### src/rtl/uart_rx_capture.sv
// UART receiver (8N1) feeding a first-word-fall-through byte FIFO with registered CTS flow control.
// Define UART_RX_PARITY_EN to receive 8E1 frames; the even-parity result is checked at the stop bit.
module uart_rx_capture #(
  parameter int unsigned CLKS_PER_BIT = 868,
  parameter int unsigned FIFO_DEPTH   = 8
) (
  input  logic                         io_clock,
  input  logic                         io_reset,
  input  logic                         io_rxd,
  output logic                         io_cts,
  output logic                         io_data_valid,
  input  logic                         io_data_ready,
  output logic [7:0]                   io_data_payload,
  output logic                         io_frameError,
  output logic                         io_overrun,
  output logic [$clog2(FIFO_DEPTH):0]  io_occupancy
);

  localparam int unsigned    AW        = $clog2(FIFO_DEPTH);
  localparam int unsigned    OW        = AW + 1;
  localparam logic [15:0]    BIT_LOAD  = 16'(CLKS_PER_BIT);
  localparam logic [15:0]    HALF_LOAD = 16'(CLKS_PER_BIT / 2);
  localparam logic [OW-1:0]  FULL_LVL  = OW'(FIFO_DEPTH);
  localparam logic [OW-1:0]  CTS_LVL   = OW'(FIFO_DEPTH - 2);

  typedef enum logic [2:0] {
    IDLE,
    START,
    DATA,
`ifdef UART_RX_PARITY_EN
    PARITY,
`endif
    STOP,
    BREAK
  } state_t;

  // Reset asserts asynchronously but releases on a clock edge so no flop leaves reset mid-cycle.
  logic [1:0] rst_pipe;
  logic       rst_n;

  always_ff @(posedge io_clock or negedge io_reset) begin
    if (!io_reset) rst_pipe <= '0;
    else           rst_pipe <= {rst_pipe[0], 1'b1};
  end

  assign rst_n = rst_pipe[1];

  logic rxd_meta;
  logic rxd_sync;

  always_ff @(posedge io_clock or negedge rst_n) begin
    if (!rst_n) begin
      rxd_meta <= 1'b1;
      rxd_sync <= 1'b1;
    end else begin
      rxd_meta <= io_rxd;
      rxd_sync <= rxd_meta;
    end
  end

  state_t      state, state_n;
  logic [15:0] cnt, cnt_n;
  logic [2:0]  bit_idx, bit_idx_n;
  logic [7:0]  shreg, shreg_n;
  logic        tick;
  logic        push;
  logic        fe_set;
  logic        parity_ok;

`ifdef UART_RX_PARITY_EN
  logic par_bit, par_bit_n;
  assign parity_ok = ((^shreg) == par_bit);
`else
  assign parity_ok = 1'b1;
`endif

  assign tick = (cnt == 16'd1);

  always_ff @(posedge io_clock or negedge rst_n) begin
    if (!rst_n) begin
      state   <= IDLE;
      cnt     <= '0;
      bit_idx <= '0;
      shreg   <= '0;
`ifdef UART_RX_PARITY_EN
      par_bit <= 1'b0;
`endif
    end else begin
      state   <= state_n;
      cnt     <= cnt_n;
      bit_idx <= bit_idx_n;
      shreg   <= shreg_n;
`ifdef UART_RX_PARITY_EN
      par_bit <= par_bit_n;
`endif
    end
  end

  always_comb begin
    state_n   = state;
    cnt_n     = cnt;
    bit_idx_n = bit_idx;
    shreg_n   = shreg;
`ifdef UART_RX_PARITY_EN
    par_bit_n = par_bit;
`endif
    push      = 1'b0;
    fe_set    = 1'b0;
    case (state)
      IDLE: begin
        if (!rxd_sync) begin
          state_n = START;
          cnt_n   = HALF_LOAD;
        end
      end
      START: begin
        if (tick) begin
          if (!rxd_sync) begin
            state_n   = DATA;
            cnt_n     = BIT_LOAD;
            bit_idx_n = '0;
          end else begin
            state_n = IDLE;
          end
        end else begin
          cnt_n = cnt - 16'd1;
        end
      end
      DATA: begin
        if (tick) begin
          shreg_n   = {rxd_sync, shreg[7:1]};
          cnt_n     = BIT_LOAD;
          bit_idx_n = bit_idx + 3'd1;
          if (bit_idx == 3'd7) begin
`ifdef UART_RX_PARITY_EN
            state_n = PARITY;
`else
            state_n = STOP;
`endif
          end
        end else begin
          cnt_n = cnt - 16'd1;
        end
      end
`ifdef UART_RX_PARITY_EN
      PARITY: begin
        if (tick) begin
          par_bit_n = rxd_sync;
          cnt_n     = BIT_LOAD;
          state_n   = STOP;
        end else begin
          cnt_n = cnt - 16'd1;
        end
      end
`endif
      STOP: begin
        if (tick) begin
          if (rxd_sync) begin
            push    = parity_ok;
            fe_set  = !parity_ok;
            state_n = IDLE;
          end else begin
            fe_set  = 1'b1;
            state_n = BREAK;
          end
        end else begin
          cnt_n = cnt - 16'd1;
        end
      end
      BREAK: begin
        if (rxd_sync) state_n = IDLE;
      end
      default: state_n = IDLE;
    endcase
  end

  logic [7:0]    mem [FIFO_DEPTH];
  logic [AW-1:0] wr_ptr, rd_ptr;
  logic [OW-1:0] count, count_n;
  logic          full;
  logic          pop;
  logic          push_ok;
  logic          overrun_set;

  // A full FIFO still takes the byte when the head leaves in the same cycle.
  assign full        = (count == FULL_LVL);
  assign pop         = io_data_valid && io_data_ready;
  assign push_ok     = push && (!full || pop);
  assign overrun_set = push && full && !pop;

  always_comb begin
    count_n = count;
    if (push_ok && !pop)      count_n = count + 1'b1;
    else if (pop && !push_ok) count_n = count - 1'b1;
  end

  always_ff @(posedge io_clock) begin
    if (push_ok) mem[wr_ptr] <= shreg;
  end

  always_ff @(posedge io_clock or negedge rst_n) begin
    if (!rst_n) begin
      wr_ptr        <= '0;
      rd_ptr        <= '0;
      count         <= '0;
      io_cts        <= 1'b0;
      io_frameError <= 1'b0;
      io_overrun    <= 1'b0;
    end else begin
      if (push_ok) wr_ptr <= wr_ptr + 1'b1;
      if (pop)     rd_ptr <= rd_ptr + 1'b1;
      count         <= count_n;
      io_cts        <= (count_n >= CTS_LVL);
      io_frameError <= fe_set;
      io_overrun    <= overrun_set;
    end
  end

  assign io_data_valid   = (count != '0);
  assign io_data_payload = io_data_valid ? mem[rd_ptr] : '0;
  assign io_occupancy    = count;

endmodule

### config.mk
export PLATFORM = sky130hd
export DESIGN_NAME = uart_rx_capture
export DESIGN_NICKNAME = d
export VERILOG_FILES = /design/src/rtl/uart_rx_capture.sv
export SDC_FILE = /design/constraint.sdc
export NUM_CORES = 1
export LEC_CHECK = 0
export BUFFER_PORTS_ARGS = -buffer_cell sky130_fd_sc_hd__buf_2
export CAP_MARGIN = 20
export CORE_ASPECT_RATIO = 1.1
export CORE_MARGIN = 8
export CORE_UTILIZATION = 61
export CTS_CLUSTER_SIZE = 30
export DETAILED_ROUTE_END_ITERATION = 10
export GPL_TIMING_DRIVEN = 0
export MAX_ROUTING_LAYER = met4
export PLACE_DENSITY = 0.79
export SYNTH_ARGS = -nofsm -noshare
export SYNTH_HDL_FRONTEND = slang
export SYNTH_SLANG_ARGS = --single-unit
### constraint.sdc
create_clock -name io_clock -period 2.5 [get_ports io_clock]
set_clock_uncertainty 0.05 [all_clocks]
set_input_delay 0.375 -clock io_clock [delete_from_list [all_inputs] [get_ports io_clock]]
set_output_delay 0.375 -clock io_clock [all_outputs]
set_load 0.05 [all_outputs]
# Word level (Yosys, flattened, before mapping)
# Memory sizes are Yosys's and may differ from the RTL's.
# Cells that the tools add are included.
# word_totals
reg_bits,47
ramBits,64
in_bits,4
elab_cells,85
memories,1
# mem_list
name,depth,word_bits,read_ports,rd_ports_with_merged_regs,wr,line_no,source
mem,8,8,1,0,1,177,logic [7:0] mem [FIFO_DEPTH];
# classes
add_sub_neg,6
n_lt_le_gt_ge,1
n_eq_ne,16
muxes,30
reduce_logical,18
# op_table
operator,count
16-bit 2-to-1 mux,5
16-bit one-hot mux with 4 select lines,1
3-bit 2-to-1 mux,10
16-bit by 1-bit == test with 1-bit output (second input constant),1
2-bit != test (second input constant),8
16-bit by 1-bit subtractor with 16-bit output (second input constant),1
3-bit one-hot mux with 5 select lines,1
3-bit by 1-bit adder with 3-bit output (second input constant),3
1-bit 2-to-1 mux,8
4-bit 2-to-1 mux,2
8-bit 2-to-1 mux,1
4-bit AND reduction,2
4-bit nonzero test,2
3-bit by 2-bit == test with 1-bit output (second input constant),2
3-bit == test (second input constant),2
1-bit logical AND,6
3-bit one-hot mux with 2 select lines,1
6-bit AND reduction,1
4-bit by 1-bit adder with 4-bit output (second input constant),1
4-bit == test (second input constant),1
4-bit by 3-bit greater-or-equal comparator with 1-bit output (second input constant),1
4-bit by 1-bit subtractor with 4-bit output (second input constant),1
3-bit by 1-bit == test with 1-bit output (second input constant),1
1-bit zero test,3
other kinds (6),6

# Logic depth before layout (Yosys ltp)
# depth
depth_word,9
depth_mapped,10
depth_no_buf,10

# Worst setup path before layout
# No wires, ideal clock.
# synth_path
path_kind,flip-flop to flip-flop
startpoint,"register count[1], in the netlist io_occupancy[1]"
endpoint,register io_cts
setup_ns,0.118
t_arrival_ns,2.675
setup_slack_ns,-0.343
path_stages_with_launch,10
path_buffers,0
synth_period_minus_slack_ns,2.843
path_cell_list,dfrtp_1 -> inv_1 -> ha_1 -> nand2b_1 -> nor2_2 -> inv_1 -> nand2_1 -> maj3_1 -> o221a_2 -> a21o_1
# synth_between
elab_chain_len,9
word_cells_on_any_way,15
classes_between,add/sub (2); order compare (1); eq/ne (1); mux (2); reduce/logical (9)
# synth_lines
element,line_no,source
from (decl),179,"logic [OW-1:0] count, count_n;"
from (signal assigned),212,count <= count_n;
4-bit nonzero test *,219,assign io_data_valid = (count != '0);
net io_data_valid,11,"output logic io_data_valid,"
1-bit logical AND *,187,assign pop = io_data_valid && io_data_ready;
1-bit logical OR,188,assign push_ok = push && (!full || pop);
1-bit logical AND,188,
1-bit zero test,194,else if (pop && !push_ok) count_n = count - 1'b1;
1-bit logical AND,194,
4-bit 2-to-1 mux,194,
4-bit 2-to-1 mux *,193,if (push_ok && !pop) count_n = count + 1'b1;
net count_n[1],179,
4-bit by 3-bit greater-or-equal comparator with 1-bit output *,213,io_cts <= (count_n >= CTS_LVL);
to (signal assigned),213,
to (decl),10,"output logic io_cts,"
# Mark *: on every way through the listed nets, which the timed path passes. The rest lies on a longest branch.
# A chain may end at the register's enable or synchronous reset.

# Worst setup path after layout
# layout_path
startpoint,register cnt[6]
endpoint,memory mem[1][3] (enable)
# layout_between
elab_chain_len,6
# layout_lines
element,line_no,source
from (decl),62,"logic [15:0] cnt, cnt_n;"
from (signal assigned),90,cnt <= cnt_n;
16-bit by 1-bit == test with 1-bit output,77,assign tick = (cnt == 16'd1);
1-bit 2-to-1 mux,157,if (tick) begin
1-bit 2-to-1 mux,109,case (state)
1-bit logical AND,188,
1-bit 2-to-1 mux,198,if (push_ok) mem[wr_ptr] <= shreg;
1-bit 2-to-1 mux (implied by the code),198,
to (decl),177,
# No other way between the ends.

==> impl_metrics.tcl <==
set metrics [dict create \
    tightest_slew_ps 693.0 \
    root_buffer "clkbuf_8" \
    routed-via-count 3295 \
    drc_errors 0 \
    layout_commonest_cell "edfxtp_1" \
    cap_violations 0 \
    wl_met3_um 508 \
    port_buffers 19 \
    postRouteAntennaNets 0 \
    place.gp.congestion 0.9013 \
    finalNonFillerCells 535 \
    final_hold_viol_count 0 \
    dr_wl_met2_um 5407 \
    ios 20 \
    cts_tree "done" \
    dp_cells 504 \
    ys_seq_area_share_pct 61.17 \
    yosys_register_bits 111 \
    dpl.hpwl_um 6805 \
    synthTopCellsByArea "edfxtp_1 38%, dfrtp_1 22%, mux4_2 7.1%, nor2_1 2.4%, mux2_2 2.2%" \
    setup_ws_ps 77.61 \
    worstSkewPairLatency_ps 390 \
    drt-total-wl_um 10250 \
    ir_worst_vdd_uv 542.8 \
    synth_ff_type "edfxtp_1" \
    synthesis.nets 384 \
    end_kind "register" \
    drt_iter0_drc 187 \
    fin_area_um2 5907 \
    dieWidth_um 102.9 \
    wl_per_cell_um 19.16 \
    power.leakage_nw 2.281 \
    grt_max_degree 25 \
    die-height_um 111.6 \
    seqPwrFrac_pct 42.4 \
    netSwitchingFraction_pct 40.03 \
    ys_warn_count 0 \
    clkTransAtPathRegs_ps 110 \
    track_usage_pct 19.50 \
    cp.arrival_ps 2480 \
    top_layer "met4" \
    power.density_nw_per_um2 966.6 \
    avgSynthCellArea_um2 13.63 \
    row_count 35 \
    rsz0062_at_grt "true" \
    post-route-util_pct 71.75 \
    netSwitchingPower_mw 2.286 \
    fin_nets 431 \
    fill_cells 529 \
    drive_gt1_share_pct 30.42 \
    synth.largest_area_cell "edfxtp_1" \
    pwr-share-comb_pct 38.9 \
    post-route-min-period_ps 2422 \
    maxSlewHeadroom_pct 53.80 \
    hold_path_class "primary input to register" \
    cts_made_buffers 9 \
    clockBufferDepth 2 \
    crit_required_ps 2550 \
    p_int_mw 3.424 \
    slew_viol_final 0 \
    mostFrequentLayoutCells "64 x edfxtp_1, 40 x dfrtp_1, 28 x nor2_1, 22 x nand2_1" \
    status "completed" \
    overflow 0 \
    initial_core_util_pct 61.57 \
    cts.htree.levels 3 \
    critPathKind "register to register" \
    clock-sinks 111 \
    pwr-share-clk_pct 18.6 \
    placed_cell_area_um2 5373 \
    grt_pass1_wl_um 16820 \
    async_reset_ff_share_pct 42.34 \
    die_area_um2 11490 \
    synth_cell_types 62 \
    synth.top_cell.area_share_pct 37.92 \
    synthCells 372 \
    syn_area_um2 5069 \
    grt_pass1_vias 3334 \
    wl_met1_um 4020 \
    place_ws_ps -380.6 \
    syn2layout_area_growth_pct 16.54 \
    min_period_over_period_pct 96.90 \
    drtPass1Iterations 4 \
    coreArea_um2 8233 \
    synth-edff-count 64 \
    critPathMaxFanout 8 \
    setup_viol 0 \
    cp-start-kind "register" \
    diodes 0 \
    fmax_ghz 0.4128 \
    antenna_found_initial 0 \
    viasPerCell 6.159 \
]
==> state kept, by name (all words and copies together), names as in the netlist <==
signal	count
mem	64
cnt	16
shreg	8
io_occupancy	4
bit_idx	3
rd_ptr	3
state	3
wr_ptr	3
rst_pipe	2
io_cts	1
io_frameError	1
io_overrun	1
rxd_meta	1
rxd_sync	1
==> cells in the mapped netlist (4+ instances only) <==
master and instances:
mux2i_1 8, nor4_1 4, buf_2 6, xnor2_1 9, nor3b_1 8, nand3_1 8, mux4_2 16, nand2_1 26
mux2_2 10, inv_1 10, ha_1 8, nor3_1 10, a211oi_1 4, o22a_1 4, edfxtp_1 64, clkbuf_1 5
dfrtp_1 45, a21oi_1 20, nor2_1 32, buf_1 5, o21ai_0 9
==> layout make-up <==
class	count	area [µm²]	area share, %
Clock buffer	9	123.9	2.097
Buffer	19	123.9	2.097
Clock inverter	7	72.57	1.229
Timing Repair Buffer	37	316.6	5.359
Multi-Input combinational cell	231	1983	33.57
Sequential cell	111	3107	52.59
Tap cell	111	138.9	2.351
Inverter	10	41.29	0.6990
==> critical path, stage by stage, from the launching register on <==
cell and delay, ps:
dfrtp_2 460, nor4_4 320, nor2b_4 200, buf_6 120, nand4_4 110, or3_4 480, nor3b_4 250, buf_12 160
==> logic make-up after synthesis <==
logic type,Yosys count,synth area share (%)
and+or+nand+nor,119,13.31
buffers and inverters,30,2.740
xor gates and xnor gates,10,1.728
adders and majority gates,9,2.172
muxes,34,10.91
AOI/OAI and AO/OA,58,7.900
other,1,0.07398
DFF,111,61.17
==> through the flow <==
step	hold slack [ps]	setup TNS, ps	power, mW
final	26.88	0	5.710
after global routing	21.99	-186.7	5.972
after CTS	20.95	0	5.595
after detailed placement	112.2	-17980	4.475
after global placement	111.0	-19720	4.413
after floorplan	29.41	-71.35	4.020
==> what timing repair did <==
action                                 4_1_cts  5_1_grt
endpoints found under the hold margin        2        0
setup buffers                               11        4
hold buffers                                 1        0
pin swaps                                    9        4
resized for setup                           23       24
setup endpoints to repair                   72       78
==> final timing paths <==
path | startpoint | end | slack [ps] | cells after the start
min reg2reg | rst_pipe[1] | bit_idx[0] | 190 | 0
min in group asynchronous | rst_pipe[1] | bit_idx[0] | 190 | 0
max reg2reg | cnt[6] | mem[1][3] | 80 | 7
max in group asynchronous | rst_pipe[1] | wr_ptr[1] | 1700 | 1
min | io_rxd | rxd_meta | 30 | 1
max | cnt[6] | mem[1][3] | 80 | 7
==> layer usage <==
layer,vias to the layer above,track usage [%]
met2,121,32.14
met1,1637,22.54
li1,1504,-
met3,33,3.121
met5,-,-
met4,0,9.275
==> power by group through the flow <==
stage	registers [mW]	logic (mW)	clock network, mW
2_1_floorplan	2.50	1.52	0
3_3_place_gp	2.40	2.01	0
3_5_place_dp	2.41	2.06	0
4_1_cts	2.41	2.12	1.06
5_1_grt	2.45	2.39	1.14
6_report	2.42	2.22	1.06
Note: power is estimated with default switching activity, not from simulation.
